## config.mk

```make
export PLATFORM = sky130hd
export DESIGN_NAME = rs_scheduler_flat
export DESIGN_NICKNAME = d
export VERILOG_FILES = /design/src/rtl/rs_scheduler_if.sv /design/src/rtl/rs_scheduler.sv /design/src/flat_wrapper.sv
export SDC_FILE = /design/constraint.sdc
export NUM_CORES = 1
export LEC_CHECK = 0
export CAP_MARGIN = 20
export CORE_MARGIN = 3
export CORE_UTILIZATION = 40
export CTS_CLUSTER_SIZE = 30
export DETAILED_ROUTE_END_ITERATION = 10
export PLACE_DENSITY = 0.66
export REMOVE_ABC_BUFFERS = 1
export SLEW_MARGIN = 20
export SYNTH_ARGS = -nofsm -noshare
export SYNTH_HDL_FRONTEND = slang
export SYNTH_SLANG_ARGS = --single-unit
```

## constraint.sdc

```tcl
create_clock -name clk -period 12.2 [get_ports clk]
set_clock_uncertainty 0.2 [all_clocks]
set_input_delay 1.22 -clock clk [delete_from_list [all_inputs] [get_ports clk]]
set_output_delay 1.22 -clock clk [all_outputs]
set_load 0.05 [all_outputs]
```

## src/rtl/rs_scheduler_if.sv

```systemverilog
// ---------------------------------------------------------------------------
// rs_scheduler_if : decode/RS/FU-side signal bundle of the RS scheduler
// Rev 1.0
// ---------------------------------------------------------------------------
`default_nettype none

interface rs_scheduler_if #(
  parameter int NUM_ENTRIES = 8,
  parameter int IDX_W       = $clog2(NUM_ENTRIES),
  parameter int STALL_W     = 16
) ();

  // i_/o_ are named from the scheduler's point of view
  logic [NUM_ENTRIES-1:0] i_entry_busy;
  logic [NUM_ENTRIES-1:0] i_entry_ready;
  logic                   i_dispatch_valid;
  logic                   o_dispatch_ready;
  logic [NUM_ENTRIES-1:0] o_entry_wr_en;
  logic                   o_issue_valid;
  logic [IDX_W-1:0]       o_issue_idx;
  logic                   i_issue_ack;
  logic [NUM_ENTRIES-1:0] o_entry_clear;
  logic                   i_squash;
  logic [IDX_W:0]         o_free_count;
  logic [STALL_W-1:0]     o_stall_cycles;

  modport slave (
    input  i_entry_busy, i_entry_ready, i_dispatch_valid, i_issue_ack, i_squash,
    output o_dispatch_ready, o_entry_wr_en, o_issue_valid, o_issue_idx,
           o_entry_clear, o_free_count, o_stall_cycles
  );

  modport master (
    output i_entry_busy, i_entry_ready, i_dispatch_valid, i_issue_ack, i_squash,
    input  o_dispatch_ready, o_entry_wr_en, o_issue_valid, o_issue_idx,
           o_entry_clear, o_free_count, o_stall_cycles
  );

endinterface

`default_nettype wire

```

## src/rtl/rs_scheduler.sv

```systemverilog
// ---------------------------------------------------------------------------
// rs_scheduler : allocates RS entries, round-robin issue slot, clear + stall count
// Rev 1.0
// ---------------------------------------------------------------------------
`default_nettype none

module rs_scheduler #(
  parameter int NUM_ENTRIES = 8,
  parameter int IDX_W       = $clog2(NUM_ENTRIES),
  parameter int STALL_W     = 16
) (
  input  wire logic      clk,
  input  wire logic      rst_n,
  rs_scheduler_if.slave  bus
);

  typedef enum logic [0:0] {
    S_EMPTY = 1'b0,
    S_HELD  = 1'b1
  } state_t;

  state_t                 r_state;
  logic [IDX_W-1:0]       r_issue_idx;
  logic [IDX_W-1:0]       r_rr_ptr;
  logic [STALL_W-1:0]     r_stall_cycles;

  logic [NUM_ENTRIES-1:0] w_free;
  logic                   w_dispatch_ready;
  logic [NUM_ENTRIES-1:0] w_alloc_oh;
  logic                   w_alloc_found;
  logic [IDX_W:0]         w_free_count;
  logic                   w_issue_valid;
  logic [NUM_ENTRIES-1:0] w_issue_oh;
  logic [NUM_ENTRIES-1:0] w_cand;
  logic [IDX_W-1:0]       w_rr_idx;
  logic [IDX_W-1:0]       w_pick;
  logic                   w_pick_vld;
  logic                   w_stall;
  logic                   w_slot_open;

  assign w_free           = ~bus.i_entry_busy;
  assign w_dispatch_ready = (|w_free) && !bus.i_squash;
  assign w_issue_valid    = (r_state == S_HELD);

  // Lowest-index free entry; a just-cleared entry still reads busy, so no same-cycle reuse
  always_comb begin
    w_alloc_oh    = '0;
    w_alloc_found = 1'b0;
    for (int i = 0; i < NUM_ENTRIES; i++) begin
      if (w_free[i] && !w_alloc_found) begin
        w_alloc_oh[i] = 1'b1;
        w_alloc_found = 1'b1;
      end
    end
  end

  always_comb begin
    w_free_count = '0;
    for (int i = 0; i < NUM_ENTRIES; i++) begin
      w_free_count = w_free_count + (IDX_W+1)'(w_free[i]);
    end
  end

  always_comb begin
    w_issue_oh = '0;
    if (w_issue_valid) begin
      w_issue_oh[r_issue_idx] = 1'b1;
    end
  end

  // The slot occupant is excluded so an acked entry is never re-picked before it clears
  assign w_cand = bus.i_entry_busy & bus.i_entry_ready & ~w_issue_oh;

  always_comb begin
    w_pick     = '0;
    w_pick_vld = 1'b0;
    w_rr_idx   = r_rr_ptr;
    for (int i = 0; i < NUM_ENTRIES; i++) begin
      w_rr_idx = r_rr_ptr + IDX_W'(i);
      if (!w_pick_vld && w_cand[w_rr_idx]) begin
        w_pick     = w_rr_idx;
        w_pick_vld = 1'b1;
      end
    end
  end

  assign w_stall     = bus.i_dispatch_valid && !w_dispatch_ready;
  assign w_slot_open = (r_state == S_EMPTY) || bus.i_issue_ack;

  always_ff @(posedge clk or negedge rst_n) begin
    if (!rst_n) begin
      r_state        <= S_EMPTY;
      r_issue_idx    <= '0;
      r_rr_ptr       <= '0;
      r_stall_cycles <= '0;
    end else begin
      if (w_stall && (r_stall_cycles != {STALL_W{1'b1}})) begin
        r_stall_cycles <= r_stall_cycles + STALL_W'(1);
      end

      // Squash wins over a simultaneous ack and suppresses the pick
      if (bus.i_squash) begin
        r_state  <= S_EMPTY;
        r_rr_ptr <= '0;
      end else if (w_slot_open) begin
        if (w_pick_vld) begin
          r_state     <= S_HELD;
          r_issue_idx <= w_pick;
          r_rr_ptr    <= w_pick + IDX_W'(1);
        end else begin
          r_state     <= S_EMPTY;
        end
      end
    end
  end

  always_comb begin
    if (bus.i_squash) begin
      bus.o_entry_clear = '1;
    end else if (w_issue_valid && bus.i_issue_ack) begin
      bus.o_entry_clear = w_issue_oh;
    end else begin
      bus.o_entry_clear = '0;
    end
  end

  assign bus.o_dispatch_ready = w_dispatch_ready;
  assign bus.o_entry_wr_en    = (bus.i_dispatch_valid && w_dispatch_ready) ? w_alloc_oh : '0;
  assign bus.o_issue_valid    = w_issue_valid;
  assign bus.o_issue_idx      = r_issue_idx;
  assign bus.o_free_count     = w_free_count;
  assign bus.o_stall_cycles   = r_stall_cycles;

endmodule

`default_nettype wire

```

## src/flat_wrapper.sv

```systemverilog
// flat-port wrapper written by rule: the top's interface ports become plain ports
module rs_scheduler_flat 
#(
  parameter int NUM_ENTRIES = 8,
  parameter int IDX_W       = $clog2(NUM_ENTRIES),
  parameter int STALL_W     = 16
)
  (clk, rst_n, bus_i_entry_busy, bus_i_entry_ready, bus_i_dispatch_valid, bus_i_issue_ack, bus_i_squash, bus_o_dispatch_ready, bus_o_entry_wr_en, bus_o_issue_valid, bus_o_issue_idx, bus_o_entry_clear, bus_o_free_count, bus_o_stall_cycles);
  rs_scheduler_if #(.NUM_ENTRIES(NUM_ENTRIES), .IDX_W(IDX_W), .STALL_W(STALL_W)) bus_i ();
  input  wire logic clk;
  input  wire logic rst_n;
  input wire logic [$bits(bus_i.i_entry_busy)-1:0] bus_i_entry_busy;
  input wire logic [$bits(bus_i.i_entry_ready)-1:0] bus_i_entry_ready;
  input wire logic [$bits(bus_i.i_dispatch_valid)-1:0] bus_i_dispatch_valid;
  input wire logic [$bits(bus_i.i_issue_ack)-1:0] bus_i_issue_ack;
  input wire logic [$bits(bus_i.i_squash)-1:0] bus_i_squash;
  output wire logic [$bits(bus_i.o_dispatch_ready)-1:0] bus_o_dispatch_ready;
  output wire logic [$bits(bus_i.o_entry_wr_en)-1:0] bus_o_entry_wr_en;
  output wire logic [$bits(bus_i.o_issue_valid)-1:0] bus_o_issue_valid;
  output wire logic [$bits(bus_i.o_issue_idx)-1:0] bus_o_issue_idx;
  output wire logic [$bits(bus_i.o_entry_clear)-1:0] bus_o_entry_clear;
  output wire logic [$bits(bus_i.o_free_count)-1:0] bus_o_free_count;
  output wire logic [$bits(bus_i.o_stall_cycles)-1:0] bus_o_stall_cycles;
  assign bus_i.i_entry_busy = bus_i_entry_busy;
  assign bus_i.i_entry_ready = bus_i_entry_ready;
  assign bus_i.i_dispatch_valid = bus_i_dispatch_valid;
  assign bus_i.i_issue_ack = bus_i_issue_ack;
  assign bus_i.i_squash = bus_i_squash;
  assign bus_o_dispatch_ready = bus_i.o_dispatch_ready;
  assign bus_o_entry_wr_en = bus_i.o_entry_wr_en;
  assign bus_o_issue_valid = bus_i.o_issue_valid;
  assign bus_o_issue_idx = bus_i.o_issue_idx;
  assign bus_o_entry_clear = bus_i.o_entry_clear;
  assign bus_o_free_count = bus_i.o_free_count;
  assign bus_o_stall_cycles = bus_i.o_stall_cycles;
  rs_scheduler #(.NUM_ENTRIES(NUM_ENTRIES), .IDX_W(IDX_W), .STALL_W(STALL_W)) u_core (.clk(clk), .rst_n(rst_n), .bus(bus_i));
endmodule
```

==> results.md, run 1 <==
- Worst-path fanout max: 5
- PD cells: 227 nW/um2
- Router iterations before antenna repair: 4
- Yosys top cell by area: dfrtp_1
- Top FF cell, synth: dfrtp_1
- Most frequent cells in the layout: 60 x clkdlybuf4s50_1, 23 x dfrtp_1, 20 x nand2_1, 19 x mux2i_1
- Ports: 62
- FP Rows: 29
- TritonCTS Buffers: 3
- Initial Util: 41.6%
- Port bufs: 61
- Gr ovfl total: 0
- Worst slew pin tran: 1.00 ns
- Total of warnings raised by yosys: 0
- Vias in the first global route: 2473
- LEAKAGE: 1.35 nW
- Worst-Skew Late Latency: 0.26 ns
- Post-layout net count: 368
- Final setup fails: 0
- Setup CP Type: in2out
- Largest cells by area after synthesis: dfrtp_1 22%, mux4_2 12%, mux2i_1 7.2%
- # Post-CTS Setup Buffers: 0
- H-Tree Level Count: 1
- Post-Layout Cell Count: 409
- Die width: 87.5 um
- Crit end category: output pin
- Max-Cap Viols: 0
- CP cell instances: clkdlybuf4s50_1 -> inv_1 -> ha_1 -> fa_1 -> fa_1 -> fa_1 -> inv_1 -> fa_1 -> inv_1 -> clkdlybuf4s50_1
- Dpl cells: 405
- Asr flop ratio synth: 100%
- Sinks on Clock Net: 23
- Slew headroom: 33.1%
- Tcrit/Tclk final: 51.2%
- CP required: 10.78 ns
- Area delta synth->final: 24.9%
- Crit-path most repeated cell: fa_1
- Worst-path clk slew: 0.08 ns
- Status: finished, final reports clean
- Max Fclk: 160 MHz
- Fill count: 590
- Post-route cell area: 3320 um2
- Cell Area, Synth: 2660 um2
- Worst path max stage delay: 0.79 ns
- Commonest non-fill, non-tap cell in the layout: clkdlybuf4s50_1
- Post-DP Area: 3280 um2
- Seq cells post-synth: 23
- Area of the multi-input gates: 1930 um2
- Min Hold Slack: 0.301 ns
- Hold WC Path Type: reg2reg
- Die footprint: 7660 um2
- Crit path DAT: 4.83 ns
- Setup crit start kind: primary input
- Netlist cell types: 62
- CTS resizes: 0
- Number of stages on the worst setup path: 10
- Family with the most delay on the worst path: adder cells
- CP max-delay cell: clkdlybuf4s50_1
- Metal3 WL: 495 um
- DRC errors left: 0
- Top Metal Used: met4
- DRT iter0 DRCs: 151
- Final hold vios: 0
- Slew Viols, Final: 0
- Metal-1 WL: 3.18 mm
- CTS tree: done
- Crit path buf inv count: 5
- Routed met2 length: 3.42 mm
- Post-synthesis sequential area ratio: 21.6%
- Reg area: 576 um2
- Final HPWL DP: 5.62 mm
- # diodes: 0
- Initial antenna violation count: 0
- Max clock buf depth: 2
- Detail Route Antenna Nets: 0
- Via density: 5.89
- RSZ-0062 raised after global routing: false
- First-pass GRT wire length: 11.9 mm
- Syn avg cell area: 9.40 um2
- Largest net degree at the start of global routing: 24
- Total track usage: 19.4%
- Vias: 2407
- Core Region: 6390 um2
- Gpl congestion: 0.841
- Average wire per standard cell: 17.5 um
- Cell count after synthesis: 283
- VDD IR max: 0.113 mV
- Post-CTS Hold Fix Bufs: 0
- Cells on Worst Hold Path: 1
- Die Ht: 87.5 um
- Final Util: 52.0%
- Post-synth top area share: 21.6%
- Layout cells sized above 1: 9.94%
- Setup TNS: 0 ns
- Tmin final: 6.25 ns
- Final wirelength: 7.16 mm
- Post-synth EDFFs: 0
- Root Buffer: clkbuf_8
- Depth of the worst register-to-register path: 12
## layout make-up
| type | count | area share (%) |
|---|---|---|
| clock buffer | 3 | 1.24 |
| multi-input combinational | 226 | 58.1 |
| clock inverter | 1 | 0.151 |
| timing repair buffer | 61 | 18.2 |
| tap | 77 | 2.90 |
| sequential | 23 | 17.3 |
| inverter | 18 | 2.03 |
## registers in the layout (all words and copies together), names as in the netlist
register                   cells
u_core.bus.o_issue_idx         3
u_core.bus.o_issue_valid       1
u_core.bus.o_stall_cycles     16
u_core.r_rr_ptr                3
## where the power goes
group / switching [mW] / internal [mW] / total (mW)
logic: 0.322 / 0.238 / 0.561
registers: 0.0504 / 0.0958 / 0.146
clock network: 0.0236 / 0.0228 / 0.0463
total: 0.396 / 0.357 / 0.753
## path summary, 6_finish.rpt
| kind | slack (ns) | endpoint | start |
|---|---|---|---|
| worst max-delay path | 5.95 | bus_o_free_count[1] | bus_i_entry_busy[0] |
| worst min-delay path | 0.30 | u_core.bus.o_stall_cycles[7] | u_core.bus.o_stall_cycles[7] |
| worst max register to register | 7.06 | u_core.r_rr_ptr[2] | u_core.r_rr_ptr[0] |
| worst min register to register | 0.30 | u_core.bus.o_stall_cycles[7] | u_core.bus.o_stall_cycles[7] |
| max in group asynchronous | 10.74 | u_core.bus.o_stall_cycles[15] | rst_n |
| min in group asynchronous | 0.71 | u_core.bus.o_stall_cycles[7] | rst_n |
## metrics by stage
stage	total power [mW]	worst slack, ns
after global placement	0.702	5.96
final	0.753	5.95
after detailed placement	0.707	5.94
after floorplan	0.563	6.86
after global routing	0.815	5.85
after CTS	0.755	5.93
## metal layers
layer  GRT usage [%]  up-vias
li1                -     1166
met1            25.7     1167
met2            32.5       68
met3            4.89        6
met4            2.93        0
met5               0        -
## logic make-up (layout without fill, tap and decap cells)
logic type / count (synthesis) / count (layout) / synth area share, %
simple gates: 95 / 95 / 19.6
compound gates: 59 / 59 / 17.3
mux: 40 / 40 / 22.1
buf+inv: 34 / 83 / 5.79
flops: 23 / 23 / 21.6
xor+xnor: 18 / 18 / 5.93
fa+ha+maj: 14 / 14 / 7.72
## synthesized netlist by cell type (all sizes together) (2+ instances only)
master,count
fa,4
mux4,14
a22oi,2
and2,2
inv,17
o311a,3
nand4b,3
nor3b,2
o21ai,14
nand2b,8
a31oi,4
mux2,6
mux2i,20
buf,8
o311ai,2
nand4,4
ha,10
o21a,2
dfrtp,23
and4b,2
o31a,2
nor2,17
and3,10
nor2b,4
a21oi,7
xor2,3
nand2,21
nor3,3
clkbuf,8
nand3,15
xnor2,15
o221ai,2
and4,3
o31ai,5
Note: power is estimated with default switching activity, not from simulation.
==> inputs of run 2 (changes only) <==
==> constraint.sdc (replaced) <==
create_clock -name clk -period 6.1 [get_ports clk]
set_clock_uncertainty 0.2 [all_clocks]
set_input_delay 0.61 -clock clk [delete_from_list [all_inputs] [get_ports clk]]
set_output_delay 0.61 -clock clk [all_outputs]
set_load 0.05 [all_outputs]
==> run 2 against run 1 <==
Sequential power up 88%. First-iteration DRC count is 0.66% lower. Cell area up 0.45%. Die area is the same. Power increased by 100%. Flip-flop and latch count did not move. Non-clock buffer count is 2 higher. Utilization is 0.24 points higher. Count of clock-buffer cells in the layout unchanged. Sequential share of layout area is 0.078 points lower.
==> results.md, run 2 (synthesized netlist as in run 1, its figures left out) <==
- Area delta synth->final: 25.5%
- Port bufs: 61
- Initial antenna violation count: 0
- Switch Pwr: 0.802 mW
- VDD IR max: 0.180 mV
- Slew headroom: 32.9%
- Internal: 0.722 mW
- Slew Viols, Final: 0
- Setup crit start kind: primary input
- Most frequent cells in the layout: 60 x clkdlybuf4s50_1, 23 x dfrtp_1, 20 x nand2_1, 19 x mux2i_1
- # Post-CTS Setup Buffers: 0
- Root Buffer: clkbuf_8
- Post-CTS Hold Fix Bufs: 0
- Final hold vios: 0
- Average wire per standard cell: 17.5 um
- Final Util: 52.2%
- First-pass GRT wire length: 11.9 mm
- Total track usage: 19.3%
- Ports: 62
- Status: finished, final reports clean
- CTS tree: done
- Sinks on Clock Net: 23
- Router iterations before antenna repair: 4
- Die footprint: 7660 um2
- RSZ-0062 raised after global routing: false
- Final setup margin: 1.02 ns
- Depth of the worst register-to-register path: 12
- TritonCTS Buffers: 3
- Final HPWL DP: 5.63 mm
- Worst-path clk slew: 0.08 ns
- Pre-CTS setup slack: 1.02 ns
- Fill count: 593
- FP Rows: 29
- Layout cells sized above 1: 10.5%
- Commonest non-fill, non-tap cell in the layout: clkdlybuf4s50_1
- Setup CP Type: in2out
- CTS resizes: 0
- Sw frac: 52.6%
- # diodes: 0
- Reg-to-Reg Start: u_core.r_rr_ptr[1]
- Crit end category: output pin
- Largest net degree at the start of global routing: 24
- Hold WC Path Type: in2async
- Final wirelength: 7.20 mm
- Crit path DAT: 4.27 ns
- LEAKAGE: 1.36 nW
- Final setup fails: 0
- DRC errors left: 0
- R2R Setup Slk: 1.34 ns
- Worst slew pin tran: 1.01 ns
- Initial Util: 41.6%
- Gpl congestion: 0.842
- Worst path max stage delay: 0.80 ns
- Die width: 87.5 um
- Worst-path fanout max: 5
- Family with the most delay on the worst path: adder cells
- Detail Route Antenna Nets: 0
- DRT iter0 DRCs: 150
- Tmin final: 5.08 ns
- Number of flip-flops in the largest register: 16
- CP required: 5.29 ns
- Die Ht: 87.5 um
- Vias in the first global route: 2405
- Vias: 2444
- Reg-to-Reg End: u_core.r_rr_ptr[2]
- Crit path buf inv count: 5
- Max clock buf depth: 2
- Clk pwr share: 6.1%
- CP max-delay cell: clkdlybuf4s50_1
- CP cell instances: clkdlybuf4s50_1 -> inv_1 -> ha_1 -> fa_1 -> fa_1 -> fa_1 -> inv_1 -> fa_1 -> inv_1 -> clkdlybuf4s50_1
- PD cells: 457 nW/um2
- Setup TNS: 0 ns
- Worst-Skew Late Latency: 0.26 ns
- Gr ovfl total: 0
- Core Region: 6390 um2
- Power share of the combinational group: 75.8%
- Min Hold Slack: 0.106 ns
- Crit-path most repeated cell: fa_1
- Post-layout net count: 370
- Max-Cap Viols: 0
- Tcrit/Tclk final: 83.2%
- Sequential share of power: 18.0%
- H-Tree Level Count: 1
- Via density: 5.95
- Max Fclk: 197 MHz
==> run 2: cell types whose count changed in the layout (fill, tap and decap cells not counted), sizes merged <==
| cell | delta |
|---|---|
| buf | +2 |
==> run 2: power by group through the flow <==
stage | Combinational, mW | Clock, mW | Sequential (mW)
2_1_floorplan | 0.750 | 0 | 0.376
3_3_place_gp | 1.13 | 0 | 0.279
3_5_place_dp | 1.15 | 0 | 0.278
4_1_cts | 1.15 | 0.0971 | 0.275
5_1_grt | 1.25 | 0.104 | 0.287
6_report | 1.16 | 0.0937 | 0.275
==> run 2: per-stage QoR <==
step           std cells  area (um2)  power (mW)
2_1_floorplan        267        2570        1.13
4_1_cts              411        3340        1.52
3_5_place_dp         407        3290        1.43
3_3_place_gp         407        3290        1.41
5_1_grt              411        3340        1.65
6_report             411        3340        1.52
==> run 2: area by class of cell <==
cell class                 instances  area [um2]  share of cell area, %
multi-input combinational        226        1930                   57.8
timing repair buffer              63         621                   18.6
sequential                        23         576                   17.3
tap                               77        96.3                   2.89
inverter                          18        67.6                   2.03
clock buffer                       3        41.3                   1.24
clock inverter                     1        5.00                  0.150
==> run 2: how the worst max path moves through the flow <==
stage / from / to / slack [ns] / depth (start not counted)
after floorplan: u_core.r_rr_ptr[0] / u_core.r_rr_ptr[2] / 1.70 / 12
after global placement: bus_i_entry_busy[0] / bus_o_free_count[1] / 1.09 / 10
after detailed placement: bus_i_entry_busy[0] / bus_o_free_count[1] / 1.02 / 10
after CTS: bus_i_entry_busy[0] / bus_o_free_count[1] / 1.01 / 10
after global routing: bus_i_entry_busy[0] / bus_o_free_count[1] / 0.93 / 10
final: bus_i_entry_busy[0] / bus_o_free_count[1] / 1.02 / 10
==> run 2: per-layer routing <==
metal | routed length (um) | GRT usage [%] | up-vias
li1 | - | - | 1166
met1 | 3120 | 25.6 | 1184
met2 | 3460 | 32.9 | 86
met3 | 550 | 4.05 | 8
met4 | 70 | 3.21 | 0
met5 | 0 | 0 | -
==> inputs of run 3 (changes only) <==
==> constraint.sdc (replaced) <==
create_clock -name clk -period 5 [get_ports clk]
set_clock_uncertainty 0.2 [all_clocks]
set_input_delay 0.5 -clock clk [delete_from_list [all_inputs] [get_ports clk]]
set_output_delay 0.5 -clock clk [all_outputs]
set_load 0.05 [all_outputs]
==> run 3 against run 2 <==
The run now ends with hold timing left. Cell area is 0.98% higher. Sequential power increased by 23%. Via count is 1.0% higher. Worst hold slack got worse by 0.12 ns. Combinational power grew 22%. Die area is the same. Largest power group unchanged. Highest routed layer unchanged. Sequential share of layout area is 0.17 points lower. Clock power up 24%.
==> results.md, run 3 (synthesized netlist as in run 1, its figures left out) <==
- Router iterations before antenna repair: 4
- Worst-path clk slew: 0.08 ns
- Max Fclk: 229 MHz
- CP required: 4.30 ns
- Setup CP Type: in2out
- Status: complete, but fails checks
- Die Ht: 87.5 um
- Ports: 62
- Crit end category: output pin
- TritonCTS Buffers: 3
- Pwr Total: 1.87 mW
- Slew headroom: 36.4%
- Final hold vios: 23
- Post-CTS Hold Fix Bufs: 0
- Setup TNS: 0 ns
- Port bufs: 61
- Gr ovfl total: 0
- Core Region: 6390 um2
- Final setup fails: 0
- Number of flip-flops in the largest register: 16
- Vias: 2469
- DRT iter0 DRCs: 169
- Initial Util: 41.6%
- # Post-CTS Setup Buffers: 0
- CP cell instances: clkdlybuf4s50_1 -> inv_1 -> ha_1 -> fa_1 -> fa_1 -> fa_1 -> clkdlybuf4s50_1
- LEAKAGE: 1.38 nW
- Pre-CTS setup slack: 0.625 ns
- Crit path DAT: 3.67 ns
- Die footprint: 7660 um2
- Slew Viols, Final: 0
- FP Rows: 29
- Worst-Skew Late Latency: 0.27 ns
- Max clock buf depth: 2
- Post-DP Area: 3330 um2
- Final setup margin: 0.632 ns
- Final wirelength: 7.20 mm
- H-Tree Level Count: 1
- Post-layout net count: 375
- Failing checks: hold timing
- Worst slew pin tran: 0.943 ns
- VDD IR max: 0.262 mV
- Worst-path fanout max: 5
- Commonest non-fill, non-tap cell in the layout: clkdlybuf4s50_1
- Tcrit/Tclk final: 87.4%
- Via density: 5.94
- Family with the most delay on the worst path: adder cells
- CP max-delay cell: clkdlybuf4s50_1
- Detail Route Antenna Nets: 0
- # diodes: 0
- Crit. Startpoint: bus_i_entry_busy[0]
- RSZ-0062 raised after global routing: false
- Vias in the first global route: 2489
- Initial antenna violation count: 0
- DRC errors left: 0
- First-pass GRT wire length: 12.1 mm
- Setup crit start kind: primary input
- Most frequent cells in the layout: 58 x clkdlybuf4s50_1, 23 x dfrtp_1, 20 x nand2_1, 19 x mux2i_1
- Reg-to-Reg Start: u_core.bus.o_issue_idx[1]
- Final HPWL DP: 5.81 mm
- Area delta synth->final: 26.7%
- Hold WC Path Type: in2async
- Die width: 87.5 um
- Sinks on Clock Net: 23
- CTS tree: done
- Total track usage: 19.5%
- Min Hold Slack: -0.0104 ns
- Crit-path most repeated cell: fa_1
- Post-route cell area: 3370 um2
- Worst path max stage delay: 0.81 ns
- Average wire per standard cell: 17.3 um
- PD cells: 556 nW/um2
- Gpl congestion: 0.887
- Root Buffer: clkbuf_8
- Largest net degree at the start of global routing: 24
- Max-Cap Viols: 0
- Layout cells sized above 1: 12.4%
- CTS resizes: 0
- Crit path buf inv count: 3
- Tmin final: 4.37 ns
[run 3: area by class of cell]
| class | instances | area, um2 |
|---|---|---|
| Inverter | 18 | 67.6 |
| Clock inverter | 1 | 5.00 |
| Clock buffer | 3 | 41.3 |
| Fill cell | 611 | 3020 |
| Tap cell | 77 | 96.3 |
| Sequential cell | 23 | 576 |
| Multi-Input combinational cell | 226 | 1930 |
| Timing Repair Buffer | 68 | 653 |
[run 3: worst paths after layout]
kind | depth (start not counted) | slack, ns | end
max | 7 | 0.63 | bus_o_free_count[0]
min | 1 | -0.01 | u_core.bus.o_stall_cycles[15]
max reg2reg | 12 | 0.91 | u_core.r_rr_ptr[2]
min reg2reg | 1 | 0.30 | u_core.bus.o_stall_cycles[7]
max in group asynchronous | 1 | 4.27 | u_core.bus.o_stall_cycles[11]
min in group clk | 1 | 0.30 | u_core.bus.o_stall_cycles[7]
[run 3: stage by stage]
step	utilization [%]	std cells
after floorplan	-	267
after global routing	52.7	416
final	52.7	416
after CTS	52.8	416
after global placement	52.1	412
after detailed placement	52.1	412
[run 3: routing by layer]
layer / vias to the layer above / global-route usage, % / part of all wire [%] / routed length (um)
li1: 1179 / - / - / -
met1: 1212 / 26.0 / 44 / 3140
met2: 69 / 32.0 / 49 / 3500
met3: 9 / 5.83 / 6.8 / 487
met4: 0 / 3.21 / 0.97 / 70
met5: - / 0 / 0 / 0
[run 3: power by group]
part | switching (mW) | total, mW | internal (mW)
registers | 0.103 | 0.337 | 0.234
logic | 0.819 | 1.42 | 0.599
clock network | 0.0603 | 0.116 | 0.0557
